File: src/rtl/fill_arbiter_pkg.sv
// Shared definitions for the fill arbiter: field widths, tag-word layout,
// source and state encodings, and the helpers that build the AW address and
// the stored tag word.
package fill_arbiter_pkg;

    localparam int ADDR_WIDTH   = 32;
    localparam int DATA_WIDTH   = 32;
    localparam int ID_WIDTH     = 4;
    localparam int TAG_WIDTH    = 16;
    localparam int BLANK_WIDTH  = 2;
    localparam int INDEX_WIDTH  = 10;
    localparam int OFFSET_WIDTH = 6;
    localparam int TAG_SIZE     = 2 + TAG_WIDTH + BLANK_WIDTH;

    // Low address bits that select the cache location; the rest is the tag.
    localparam int LOC_WIDTH    = INDEX_WIDTH + OFFSET_WIDTH;
    localparam int REQ_WIDTH    = ADDR_WIDTH + DATA_WIDTH;
    localparam int WORD_WIDTH   = TAG_SIZE + DATA_WIDTH;

    // Tag-word bit positions.
    localparam int VALID_BIT    = TAG_SIZE - 1;
    localparam int DIRTY_BIT    = TAG_SIZE - 2;

    typedef enum logic {
        SRC_FILL   = 1'b0,
        SRC_REFILL = 1'b1
    } src_e;

    typedef enum logic {
        S_IDLE  = 1'b0,
        S_ISSUE = 1'b1
    } state_e;

    // Cache location: tag bits cleared, index/offset bits kept.
    function automatic logic [ADDR_WIDTH-1:0] make_awaddr(input logic [ADDR_WIDTH-1:0] addr);
        logic [ADDR_WIDTH-1:0] loc;
        loc                = {ADDR_WIDTH{1'b0}};
        loc[LOC_WIDTH-1:0] = addr[LOC_WIDTH-1:0];
        return loc;
    endfunction

    // Stored tag word: {VALID, DIRTY, tag bits of the address, blank zeros}.
    function automatic logic [TAG_SIZE-1:0] make_tag_word(input logic [ADDR_WIDTH-1:0] addr,
                                                          input logic dirty);
        logic [TAG_SIZE-1:0] word;
        word                              = {TAG_SIZE{1'b0}};
        word[VALID_BIT]                   = 1'b1;
        word[DIRTY_BIT]                   = dirty;
        word[BLANK_WIDTH +: TAG_WIDTH]    = addr[ADDR_WIDTH-1:LOC_WIDTH];
        return word;
    endfunction

endpackage

File: src/rtl/fill_arbiter_if.sv
// Request and AXI write-channel bundle of the fill arbiter. The master
// modport is the arbiter's view; slave is the surrounding environment.
interface fill_arbiter_if;
    import fill_arbiter_pkg::*;

    logic                     fill_valid_i;
    logic                     fill_ready_o;
    logic [REQ_WIDTH-1:0]     fill_data_i;
    logic                     refill_valid_i;
    logic                     refill_ready_o;
    logic [REQ_WIDTH-1:0]     refill_data_i;
    logic [ID_WIDTH-1:0]      awid_o;
    logic [ADDR_WIDTH-1:0]    awaddr_o;
    logic                     awvalid_o;
    logic                     awready_i;
    logic [WORD_WIDTH-1:0]    wdata_o;
    logic                     wvalid_o;
    logic                     wlast_o;
    logic                     wready_i;
    logic [ID_WIDTH-1:0]      bid_i;
    logic                     bvalid_i;
    logic                     bready_o;

    modport master (
        input  fill_valid_i, fill_data_i, refill_valid_i, refill_data_i,
               awready_i, wready_i, bid_i, bvalid_i,
        output fill_ready_o, refill_ready_o, awid_o, awaddr_o, awvalid_o,
               wdata_o, wvalid_o, wlast_o, bready_o
    );

    modport slave (
        output fill_valid_i, fill_data_i, refill_valid_i, refill_data_i,
               awready_i, wready_i, bid_i, bvalid_i,
        input  fill_ready_o, refill_ready_o, awid_o, awaddr_o, awvalid_o,
               wdata_o, wvalid_o, wlast_o, bready_o
    );

endinterface

File: src/rtl/fill_rr_arb.sv
// Two-requester grant for fill vs refill. With FILL_ARB_RR_EN defined the
// favoured source alternates after every grant (starting with fill);
// otherwise the pointer stays parked on refill, giving refill fixed priority.
// Requests must already be qualified, so every grant is a completed accept.
module fill_rr_arb
    import fill_arbiter_pkg::*;
(
    input  logic clk,
    input  logic rst,
    input  logic req_fill,
    input  logic req_refill,
    output logic gnt_fill,
    output logic gnt_refill
);

    src_e ptr_r;

    // Pick one requester; on contention the pointer's source wins.
    always_comb begin
        gnt_fill   = 1'b0;
        gnt_refill = 1'b0;
        if (req_fill && req_refill) begin
            if (ptr_r == SRC_FILL) begin
                gnt_fill = 1'b1;
            end else begin
                gnt_refill = 1'b1;
            end
        end else if (req_fill) begin
            gnt_fill = 1'b1;
        end else if (req_refill) begin
            gnt_refill = 1'b1;
        end else begin
            gnt_fill   = 1'b0;
            gnt_refill = 1'b0;
        end
    end

`ifdef FILL_ARB_RR_EN
    // Hand preference to the other source after each grant.
    always_ff @(posedge clk) begin
        if (rst) begin
            ptr_r <= SRC_FILL;
        end else if (gnt_fill) begin
            ptr_r <= SRC_REFILL;
        end else if (gnt_refill) begin
            ptr_r <= SRC_FILL;
        end else begin
            ptr_r <= ptr_r;
        end
    end
`else
    // Refill always preferred so read-miss data lands in the cache first.
    always_ff @(posedge clk) begin
        if (rst) begin
            ptr_r <= SRC_REFILL;
        end else begin
            ptr_r <= SRC_REFILL;
        end
    end
`endif

endmodule

File: src/rtl/fill_arbiter.sv
// Merges tag-comparator fills and backing-memory refills into single-beat
// AXI writes of {tag word, data}, limiting writes awaiting B responses.
// Optional macro FILL_ARB_RR_EN selects round-robin instead of refill-first.
module fill_arbiter
    import fill_arbiter_pkg::*;
#(
    parameter logic [ID_WIDTH-1:0] FILL_AXI_ID     = {ID_WIDTH{1'b0}},
    parameter int                  MAX_OUTSTANDING = 8
) (
    input  logic                 clk,
    input  logic                 rst,
    fill_arbiter_if.master       bus
);

    localparam int                CNT_W    = $clog2(MAX_OUTSTANDING) + 1;
    localparam logic [CNT_W-1:0]  CNT_MAX  = CNT_W'(MAX_OUTSTANDING);
    localparam logic [CNT_W-1:0]  CNT_ZERO = CNT_W'(0);
    localparam logic [CNT_W-1:0]  CNT_ONE  = CNT_W'(1);

    state_e                  state_r;
    logic                    awvalid_r;
    logic                    wvalid_r;
    logic [ADDR_WIDTH-1:0]   awaddr_r;
    logic [WORD_WIDTH-1:0]   wdata_r;
    logic [CNT_W-1:0]        out_cnt_r;

    logic                    full_s;
    logic                    elig_fill_s;
    logic                    elig_refill_s;
    logic                    gnt_fill_s;
    logic                    gnt_refill_s;
    logic                    accept_s;
    logic                    b_dec_s;
    logic                    aw_done_s;
    logic                    w_done_s;
    logic [REQ_WIDTH-1:0]    sel_req_s;
    logic                    sel_dirty_s;
    logic [ADDR_WIDTH-1:0]   sel_addr_s;
    logic [DATA_WIDTH-1:0]   sel_data_s;

    assign full_s        = (out_cnt_r == CNT_MAX);
    assign elig_fill_s   = bus.fill_valid_i   && (state_r == S_IDLE) && !full_s;
    assign elig_refill_s = bus.refill_valid_i && (state_r == S_IDLE) && !full_s;
    assign accept_s      = gnt_fill_s || gnt_refill_s;
    assign b_dec_s       = bus.bvalid_i && (out_cnt_r != CNT_ZERO);
    assign aw_done_s     = !awvalid_r || bus.awready_i;
    assign w_done_s      = !wvalid_r  || bus.wready_i;
    assign sel_addr_s    = sel_req_s[REQ_WIDTH-1 -: ADDR_WIDTH];
    assign sel_data_s    = sel_req_s[DATA_WIDTH-1:0];

    fill_rr_arb u_arb (
        .clk        (clk),
        .rst        (rst),
        .req_fill   (elig_fill_s),
        .req_refill (elig_refill_s),
        .gnt_fill   (gnt_fill_s),
        .gnt_refill (gnt_refill_s)
    );

    // Payload and DIRTY bit of the granted source (fill = dirty write data).
    always_comb begin
        sel_req_s   = bus.fill_data_i;
        sel_dirty_s = 1'b1;
        if (gnt_refill_s) begin
            sel_req_s   = bus.refill_data_i;
            sel_dirty_s = 1'b0;
        end else begin
            sel_req_s   = bus.fill_data_i;
            sel_dirty_s = 1'b1;
        end
    end

    // Accept/issue FSM: capture on accept, hold AW and W until each handshakes.
    always_ff @(posedge clk) begin
        if (rst) begin
            state_r   <= S_IDLE;
            awvalid_r <= 1'b0;
            wvalid_r  <= 1'b0;
            awaddr_r  <= {ADDR_WIDTH{1'b0}};
            wdata_r   <= {WORD_WIDTH{1'b0}};
        end else begin
            case (state_r)
                S_IDLE: begin
                    if (accept_s) begin
                        awaddr_r  <= make_awaddr(sel_addr_s);
                        wdata_r   <= {make_tag_word(sel_addr_s, sel_dirty_s), sel_data_s};
                        awvalid_r <= 1'b1;
                        wvalid_r  <= 1'b1;
                        state_r   <= S_ISSUE;
                    end
                end
                S_ISSUE: begin
                    if (awvalid_r && bus.awready_i) begin
                        awvalid_r <= 1'b0;
                    end
                    if (wvalid_r && bus.wready_i) begin
                        wvalid_r <= 1'b0;
                    end
                    if (aw_done_s && w_done_s) begin
                        state_r <= S_IDLE;
                    end
                end
                default: begin
                    state_r   <= S_IDLE;
                    awvalid_r <= 1'b0;
                    wvalid_r  <= 1'b0;
                end
            endcase
        end
    end

    // Writes awaiting B: up on accept, down on B, a stale B at zero is dropped.
    always_ff @(posedge clk) begin
        if (rst) begin
            out_cnt_r <= CNT_ZERO;
        end else begin
            case ({accept_s, b_dec_s})
                2'b10:   out_cnt_r <= out_cnt_r + CNT_ONE;
                2'b01:   out_cnt_r <= out_cnt_r - CNT_ONE;
                default: out_cnt_r <= out_cnt_r;
            endcase
        end
    end

    assign bus.fill_ready_o   = gnt_fill_s;
    assign bus.refill_ready_o = gnt_refill_s;
    assign bus.awid_o         = FILL_AXI_ID;
    assign bus.awaddr_o       = awaddr_r;
    assign bus.awvalid_o      = awvalid_r;
    assign bus.wdata_o        = wdata_r;
    assign bus.wvalid_o       = wvalid_r;
    assign bus.wlast_o        = 1'b1;
    assign bus.bready_o       = 1'b1;

endmodule

File: src/flat_wrapper.sv
// flat-port wrapper written by rule: the top's interface ports become plain ports
module fill_arbiter_flat import fill_arbiter_pkg::*;
#(
    parameter logic [ID_WIDTH-1:0] FILL_AXI_ID     = {ID_WIDTH{1'b0}},
    parameter int                  MAX_OUTSTANDING = 8
)
  (clk, rst, bus_fill_valid_i, bus_fill_data_i, bus_refill_valid_i, bus_refill_data_i, bus_awready_i, bus_wready_i, bus_bid_i, bus_bvalid_i, bus_fill_ready_o, bus_refill_ready_o, bus_awid_o, bus_awaddr_o, bus_awvalid_o, bus_wdata_o, bus_wvalid_o, bus_wlast_o, bus_bready_o);
  fill_arbiter_if bus_i ();
  input  logic clk;
  input  logic rst;
  input wire logic [$bits(bus_i.fill_valid_i)-1:0] bus_fill_valid_i;
  input wire logic [$bits(bus_i.fill_data_i)-1:0] bus_fill_data_i;
  input wire logic [$bits(bus_i.refill_valid_i)-1:0] bus_refill_valid_i;
  input wire logic [$bits(bus_i.refill_data_i)-1:0] bus_refill_data_i;
  input wire logic [$bits(bus_i.awready_i)-1:0] bus_awready_i;
  input wire logic [$bits(bus_i.wready_i)-1:0] bus_wready_i;
  input wire logic [$bits(bus_i.bid_i)-1:0] bus_bid_i;
  input wire logic [$bits(bus_i.bvalid_i)-1:0] bus_bvalid_i;
  output wire logic [$bits(bus_i.fill_ready_o)-1:0] bus_fill_ready_o;
  output wire logic [$bits(bus_i.refill_ready_o)-1:0] bus_refill_ready_o;
  output wire logic [$bits(bus_i.awid_o)-1:0] bus_awid_o;
  output wire logic [$bits(bus_i.awaddr_o)-1:0] bus_awaddr_o;
  output wire logic [$bits(bus_i.awvalid_o)-1:0] bus_awvalid_o;
  output wire logic [$bits(bus_i.wdata_o)-1:0] bus_wdata_o;
  output wire logic [$bits(bus_i.wvalid_o)-1:0] bus_wvalid_o;
  output wire logic [$bits(bus_i.wlast_o)-1:0] bus_wlast_o;
  output wire logic [$bits(bus_i.bready_o)-1:0] bus_bready_o;
  assign bus_i.fill_valid_i = bus_fill_valid_i;
  assign bus_i.fill_data_i = bus_fill_data_i;
  assign bus_i.refill_valid_i = bus_refill_valid_i;
  assign bus_i.refill_data_i = bus_refill_data_i;
  assign bus_i.awready_i = bus_awready_i;
  assign bus_i.wready_i = bus_wready_i;
  assign bus_i.bid_i = bus_bid_i;
  assign bus_i.bvalid_i = bus_bvalid_i;
  assign bus_fill_ready_o = bus_i.fill_ready_o;
  assign bus_refill_ready_o = bus_i.refill_ready_o;
  assign bus_awid_o = bus_i.awid_o;
  assign bus_awaddr_o = bus_i.awaddr_o;
  assign bus_awvalid_o = bus_i.awvalid_o;
  assign bus_wdata_o = bus_i.wdata_o;
  assign bus_wvalid_o = bus_i.wvalid_o;
  assign bus_wlast_o = bus_i.wlast_o;
  assign bus_bready_o = bus_i.bready_o;
  fill_arbiter #(.FILL_AXI_ID(FILL_AXI_ID), .MAX_OUTSTANDING(MAX_OUTSTANDING)) u_core (.clk(clk), .rst(rst), .bus(bus_i));
endmodule
File: config.mk
export PLATFORM = sky130hd
export DESIGN_NAME = fill_arbiter_flat
export DESIGN_NICKNAME = d
export VERILOG_FILES = /design/src/rtl/fill_arbiter_pkg.sv /design/src/rtl/fill_arbiter_if.sv /design/src/rtl/fill_rr_arb.sv /design/src/rtl/fill_arbiter.sv /design/src/flat_wrapper.sv
export SDC_FILE = /design/constraint.sdc
export NUM_CORES = 1
export LEC_CHECK = 0
export ABC_CLOCK_PERIOD_IN_PS = 3400
export CAP_MARGIN = 20
export CORE_MARGIN = 5
export CORE_UTILIZATION = 33
export CTS_BUF_LIST = sky130_fd_sc_hd__clkbuf_8 sky130_fd_sc_hd__clkbuf_16
export DETAILED_ROUTE_END_ITERATION = 12
export PLACE_DENSITY = 0.86
export SLEW_MARGIN = 40
export SYNTH_ARGS = -nofsm -noshare
export SYNTH_HDL_FRONTEND = slang
export SYNTH_SLANG_ARGS = --single-unit
File: constraint.sdc
create_clock -name clk -period 3.4 [get_ports clk]
set_input_delay 0.68 -clock clk [delete_from_list [all_inputs] [get_ports clk]]
set_output_delay 0.68 -clock clk [all_outputs]
set_load 0.03 [all_outputs]
==> impl_metrics.json, run 1 <==
{
  "rows": 35,
  "slew_headroom_pct": 53.84,
  "syn-mean-instance-area_um2": 8.474,
  "clkTransAtPathRegs_ns": 0.08,
  "crit_required_ns": 3.67,
  "hold_viol_final": 0,
  "p_leak_nw": 2.058,
  "first_global_vias": 3322,
  "core_area_um2": 9240,
  "dpl-instance-area_um2": 5074,
  "synth.ff_latch_count": 73,
  "synth_commonest_cells": "73 x dfxtp_1, 72 x nor2_1, 65 x o22ai_1",
  "p_comb_share_pct": 43.2,
  "grt_pass1_wl_mm": 15.68,
  "synth_mux_area_share_pct": 0.6803,
  "yosysTopAreaCell": "dfxtp_1",
  "rsz0062_at_grt": "false",
  "hold_class": "reg -> reg",
  "drt_iter0_drc": 132,
  "period_needed_ns": 2.712,
  "initial_core_util_pct": 33.84,
  "finalMaxSlewViolations": 0,
  "diodes": 0,
  "grt_overflow": 0,
  "fin_skew_ns": 0.01528,
  "nNetsFinal": 698,
  "synth-compound-area-share_pct": 15.05,
  "synth_area_leaders": "dfxtp_1 47%, o22ai_1 13%, nor3_1 10%",
  "cts_root_buf": "clkbuf_8",
  "yosys.area_share.simple_pct": 22.73,
  "synth_adder_area_share_pct": 1.200,
  "switching_share_pct": 37.72,
  "gr-usage-met3_pct": 7.079,
  "pwr-share-seq_pct": 34.3,
  "grt_max_degree": 70,
  "p_int_mw": 2.107,
  "cts.repair.resized": 0,
  "async_reset_ff_share_pct": 0,
  "worstMarginPinSlew_ns": 0.6924,
  "antenna_found_initial": 0,
  "multi_input_area_um2": 1363,
  "cts_tree": "built",
  "dr_total_vias": 3294,
  "hold_buffers": 0,
  "status": "finished clean",
  "fill_cells": 831,
  "dieArea_um2": 11520,
  "end_kind": "flip-flop",
  "post_route_cells_drive_above_1_share_pct": 5.348,
  "synth_top_area_share_pct": 46.74,
  "design_power_total_mw": 3.383,
  "dp_hpwl_mm": 7.742,
  "startpoint_type": "input pin",
  "wl_per_cell_um": 14.76,
  "grt_use_met1_pct": 18.31,
  "cts_buffers": 9,
  "first_pass_iters": 4,
  "postCtsSetupBuffers": 0,
  "synth_edf_count": 0,
  "die_width_um": 107.3,
  "gr-max-usage-layer": "met2",
  "seqCellArea_um2": 1461,
  "setup_violations": 0,
  "powerDensity_nw_per_um2": 637.7,
  "setup.worst_path.class": "in -> reg",
  "seq_area_frac_synth_pct": 46.74,
  "ant_nets": 0,
  "synth_top_family_by_area": "simple AND/OR/NAND/NOR gates",
  "die_h_um": 107.3,
  "synthToLayoutAreaGrowth_pct": 69.67,
  "clock_latency_ns": 0.34,
  "clock_power_share_pct": 22.5,
  "grt_use_met2_pct": 29.00,
  "drc_errors": 0,
  "period_share_pct": 79.76,
  "yosysMostFrequentCell": "dfxtp_1",
  "vdd_drop_max_mv": 0.3271,
  "totalWireLength_mm": 10.18,
  "setup_tns_ns": 0,
  "place_congestion": 0.7663,
  "clk_path_buf_depth": 2,
  "fmax_mhz": 368.7,
  "synthFlopType": "dfxtp_1",
  "cts.sinks": 73,
  "grt_use_total_pct": 16.86,
  "design_area_um2": 5305,
  "ios": 233,
  "syn_inst": 369,
  "arrival_ns": 2.98,
  "syn_area_um2": 3127,
  "synth_xor_area_share_pct": 0.8403,
  "path_max_fanout": 5,
  "switchingPower_mw": 1.276,
  "drv_cap": 0,
  "ys_types": 29,
  "portBuffers": 204,
  "viasPerCell": 4.774,
  "yosys_warnings": 0,
  "htree_levels": 3
}
[state kept, by name, indices dropped and copies added (netlist names)]
name	flops
u_core.bus.wdata_o	50
u_core.bus.awvalid_o	1
u_core.bus.wvalid_o	1
u_core.state_r	1
u_core.out_cnt_r	4
u_core.bus.awaddr_o	16
[logic make-up after synthesis]
group,after synthesis
multiplexers,2
buffers and inverters,60
AND/OR/NAND/NOR,150
AO/OA/AOI/OAI,76
XOR/XNOR,3
other,2
flip-flops,73
adder cells (fa/ha/maj),3
[layout by cell type (no fill, tap or decap), types with 2 or more instances in the layout]
| cell | count |
|---|---|
| nand2_1 | 3 |
| ha_1 | 3 |
| o22ai_1 | 65 |
| nor2b_1 | 2 |
| a21oi_1 | 6 |
| inv_1 | 5 |
| o21ai_0 | 3 |
| dfxtp_1 | 73 |
| nor2_1 | 72 |
| nor3_1 | 64 |
| xor2_1 | 3 |
| clkbuf_8 | 10 |
| buf_4 | 8 |
| conb_1 | 24 |
| clkdlybuf4s50_1 | 201 |
| bufinv_16 | 2 |
| clkinvlp_4 | 3 |
[layer usage]
metal	routed length, um	part of all wire (%)	up-vias
met5	0	0	-
met2	4974	49	168
met1	3767	37	1470
li1	-	-	1636
met3	1208	12	20
met4	231	2.3	0
[power groups by stage]
stage                     Combinational, mW  Sequential, mW  Clock [mW]
after CTS                              1.47            1.16       0.785
after global placement                 1.43            1.17           0
after global routing                   1.58            1.18       0.827
final                                  1.46            1.16       0.761
after detailed placement               1.47            1.18           0
after floorplan                       0.616            1.47           0
[area by class of cell]
type                       count  share of cell area (%)
timing repair buffer         209                   39.06
sequential                    73                   27.55
multi-input combinational    258                   25.68
tap                          129                   3.042
clock buffer                  10                   2.594
clock inverter                 6                   1.722
inverter                       5                  0.3538
[critical path: stages]
cell,delay (ns)
clkdlybuf4s50_1,0.45
or2_2,0.29
nor3b_4,0.15
inv_1,0.09
ha_1,0.25
xor2_1,0.10
ha_1,0.22
a21oi_1,0.18
xor2_1,0.10
or3_1,0.32
a21oi_1,0.14
[metrics by stage]
stage / setup WS, ns / hold slack, ns / cells / util [%]
floorplan: 0.6268 / 0.5357 / 391 / -
global placement: 0.4977 / 0.4509 / 674 / 54.91
detailed placement: 0.3446 / 0.4625 / 674 / 54.91
CTS: 0.7044 / 0.4746 / 690 / 57.39
global route: 0.5422 / 0.4968 / 690 / 57.41
finish: 0.6881 / 0.4769 / 690 / 57.41
[path summary, 6_finish.rpt]
check / cells after the start / endpoint / start / slack, ns
worst max-delay path: 11 / u_core.out_cnt_r[2]$_SDFFE_PP0P_ / bus_refill_valid_i / 0.69
worst min-delay path: 2 / u_core.bus.wdata_o[50]$_SDFFE_PP0P_ / u_core.bus.wdata_o[50]$_SDFFE_PP0P_ / 0.48
worst max register to register: 10 / u_core.out_cnt_r[2]$_SDFFE_PP0P_ / u_core.out_cnt_r[1]$_SDFFE_PP0P_ / 1.07
worst min register to register: 2 / u_core.bus.wdata_o[50]$_SDFFE_PP0P_ / u_core.bus.wdata_o[50]$_SDFFE_PP0P_ / 0.48
(Power assumes the default switching activity.)
==> inputs of run 2 (changes only) <==
--- a/config.mk
+++ b/config.mk
@@ -5,7 +5,7 @@
 export SDC_FILE = /design/constraint.sdc
 export NUM_CORES = 1
 export LEC_CHECK = 0
-export ABC_CLOCK_PERIOD_IN_PS = 3400
+export ABC_CLOCK_PERIOD_IN_PS = 2600
 export CAP_MARGIN = 20
 export CORE_MARGIN = 5
 export CORE_UTILIZATION = 33
==> constraint.sdc (replaced) <==
create_clock -name clk -period 2.6 [get_ports clk]
set_input_delay 0.52 -clock clk [delete_from_list [all_inputs] [get_ports clk]]
set_output_delay 0.52 -clock clk [all_outputs]
set_load 0.03 [all_outputs]
==> impl_metrics.json, run 2 (same netlist as run 1, synthesis figures left out) <==
{
  "vdd_drop_max_mv": 0.4287,
  "p_comb_share_pct": 42.2,
  "cts_tree": "built",
  "startpoint_type": "input pin",
  "first_pass_iters": 4,
  "die_h_um": 107.3,
  "drv_cap": 0,
  "dr_total_vias": 3287,
  "rsz0062_at_grt": "false",
  "reg2reg_slack_ns": 0.30,
  "fill_cells": 806,
  "postCtsSetupBuffers": 0,
  "grt_overflow": 0,
  "wl_per_cell_um": 15.17,
  "antenna_found_initial": 0,
  "largest_register_ffs": 50,
  "slowest_delay_ns": 0.41,
  "period_needed_ns": 2.457,
  "layout_commonest_cell": "clkdlybuf4s50_1",
  "clock_power_share_pct": 25.0,
  "finish.utilization_pct": 58.42,
  "cp_num_buf_inv": 2,
  "post_route_cells_drive_above_1_share_pct": 6.349,
  "place_congestion": 0.7230,
  "nNetsFinal": 704,
  "crit_path_top_delay_cell": "clkdlybuf4s50_1",
  "setup.worst_path.class": "in -> reg",
  "instances_no_fill": 696,
  "crit_chain": "clkdlybuf4s50_1 > or2_2 > nor3b_4 > inv_1 > ha_1 > xor2_1 > ha_1 > a21oi_1 > xor2_1 > or3_1 > a21oi_1",
  "cts.sinks": 73,
  "grt_use_total_pct": 17.03,
  "finalMaxSlewViolations": 0,
  "setup_tns_ns": 0,
  "hold_buffers": 0,
  "cts.repair.resized": 0,
  "crit_family": "simple AND/OR/NAND/NOR gates",
  "die_width_um": 107.3,
  "crit_start": "bus_fill_valid_i",
  "synthToLayoutAreaGrowth_pct": 72.63,
  "status": "finished clean",
  "hold_class": "reg -> reg",
  "cts_root_buf": "clkbuf_8",
  "clkTransAtPathRegs_ns": 0.08,
  "placed_cells": 680,
  "path_depth": 11,
  "crit_required_ns": 2.87,
  "seqCellArea_um2": 1461,
  "first_global_vias": 3304,
  "grt_max_degree": 70,
  "clock_latency_ns": 0.34,
  "diodes": 0,
  "min-delay-start": "u_core.bus.wdata_o[50]$_SDFFE_PP0P_",
  "fmax_mhz": 407.0,
  "pwr-share-seq_pct": 32.8,
  "grt_pass1_wl_mm": 15.79,
  "drt_iter0_drc": 109,
  "switching_share_pct": 36.35,
  "switchingPower_mw": 1.687,
  "p_leak_nw": 2.119,
  "dieArea_um2": 11520,
  "setup_violations": 0,
  "viasPerCell": 4.723,
  "arrival_ns": 2.73,
  "fin_skew_ns": 0.008159,
  "worstMarginPinSlew_ns": 0.6893,
  "htree_levels": 3,
  "slew_headroom_pct": 54.05,
  "ios": 233,
  "drc_errors": 0,
  "cts_buffers": 9,
  "totalWireLength_mm": 10.56,
  "r2r_cells": 10,
  "rows": 35,
  "holdWs_ns": 0.4813,
  "multi_input_area_um2": 1363,
  "dp_hpwl_mm": 8.264,
  "design_area_um2": 5398,
  "p_int_mw": 2.953,
  "ant_nets": 0,
  "clk_path_buf_depth": 2,
  "initial_core_util_pct": 33.84,
  "portBuffers": 204,
  "final_cell_mix": "201 x clkdlybuf4s50_1, 73 x dfxtp_1, 72 x nor2_1",
  "hold_viol_final": 0,
  "core_area_um2": 9240,
  "path_max_fanout": 2,
  "end_kind": "flip-flop",
  "min_path_cells": 2,
  "timing.rr.start": "u_core.out_cnt_r[1]$_SDFFE_PP0P_",
  "dpl-instance-area_um2": 5131,
  "powerDensity_nw_per_um2": 859.6,
  "period_share_pct": 94.49
}
==> run 2: cell types whose count changed in the layout (fill, tap and decap cells not counted), sizes merged <==
| cell | change |
|---|---|
| buf | +6 |
| bufinv | +2 |
| clkbuf | -1 |
| clkinv | +2 |
| clkinvlp | -3 |
==> run 2: through the flow <==
stage | worst slack (ns) | power [mW]
2_1_floorplan | 0.07660 | 2.730
3_3_place_gp | -0.06479 | 3.431
3_5_place_dp | -0.1840 | 3.504
4_1_cts | 0.1516 | 4.681
5_1_grt | 0.05886 | 4.910
6_report | 0.1432 | 4.640
==> run 2: path summary, 6_finish.rpt <==
| kind | end |
|---|---|
| max | u_core.out_cnt_r[2]$_SDFFE_PP0P_ |
| min | u_core.bus.wdata_o[50]$_SDFFE_PP0P_ |
| max reg2reg | u_core.out_cnt_r[2]$_SDFFE_PP0P_ |
| min reg2reg | u_core.bus.wdata_o[50]$_SDFFE_PP0P_ |
==> run 2: layout make-up <==
class	count	share of cell area [%]
Multi-Input combinational cell	258	25.24
Sequential cell	73	27.07
Clock inverter	7	2.643
Timing Repair Buffer	215	39.41
Clock buffer	9	2.295
Tap cell	129	2.990
Inverter	5	0.3477
==> run 2: power by group through the flow <==
stage          clock network [mW]  logic, mW  registers [mW]
6_report                     1.16       1.96            1.52
5_1_grt                      1.25       2.11            1.55
4_1_cts                      1.19       1.97            1.52
3_5_place_dp                    0       1.96            1.55
3_3_place_gp                    0       1.91            1.52
2_1_floorplan                   0      0.807            1.92
==> run 2: worst register-to-register path: cells and delay by family, from the launching register on <==
kind,cells,cell delay (ns)
and+or+nand+nor,3,0.78
DFF,1,0.41
adders and majority gates,2,0.38
xor gates and xnor gates,2,0.38
AOI/OAI and AO/OA,2,0.20
buffers and inverters,1,0.09
==> run 2: routing by layer <==
layer	global-route usage (%)	wire, um	vias to the layer above
li1	-	-	1642
met1	17.25	3832	1495
met2	31.81	5476	140
met3	7.199	1134	10
met4	4.689	113	0
met5	0	0	-
==> inputs of run 3 (changes only) <==
--- a/config.mk
+++ b/config.mk
@@ -6,11 +6,11 @@
 export NUM_CORES = 1
 export LEC_CHECK = 0
 export ABC_CLOCK_PERIOD_IN_PS = 2600
-export CAP_MARGIN = 20
 export CORE_MARGIN = 5
 export CORE_UTILIZATION = 33
 export CTS_BUF_LIST = sky130_fd_sc_hd__clkbuf_8 sky130_fd_sc_hd__clkbuf_16
 export DETAILED_ROUTE_END_ITERATION = 12
+export HOLD_SLACK_MARGIN = 0.05
 export PLACE_DENSITY = 0.86
 export SLEW_MARGIN = 40
 export SYNTH_ARGS = -nofsm -noshare
==> results of run 3 <==
The final DEF is identical to that of run 2; final timing and power are the same.
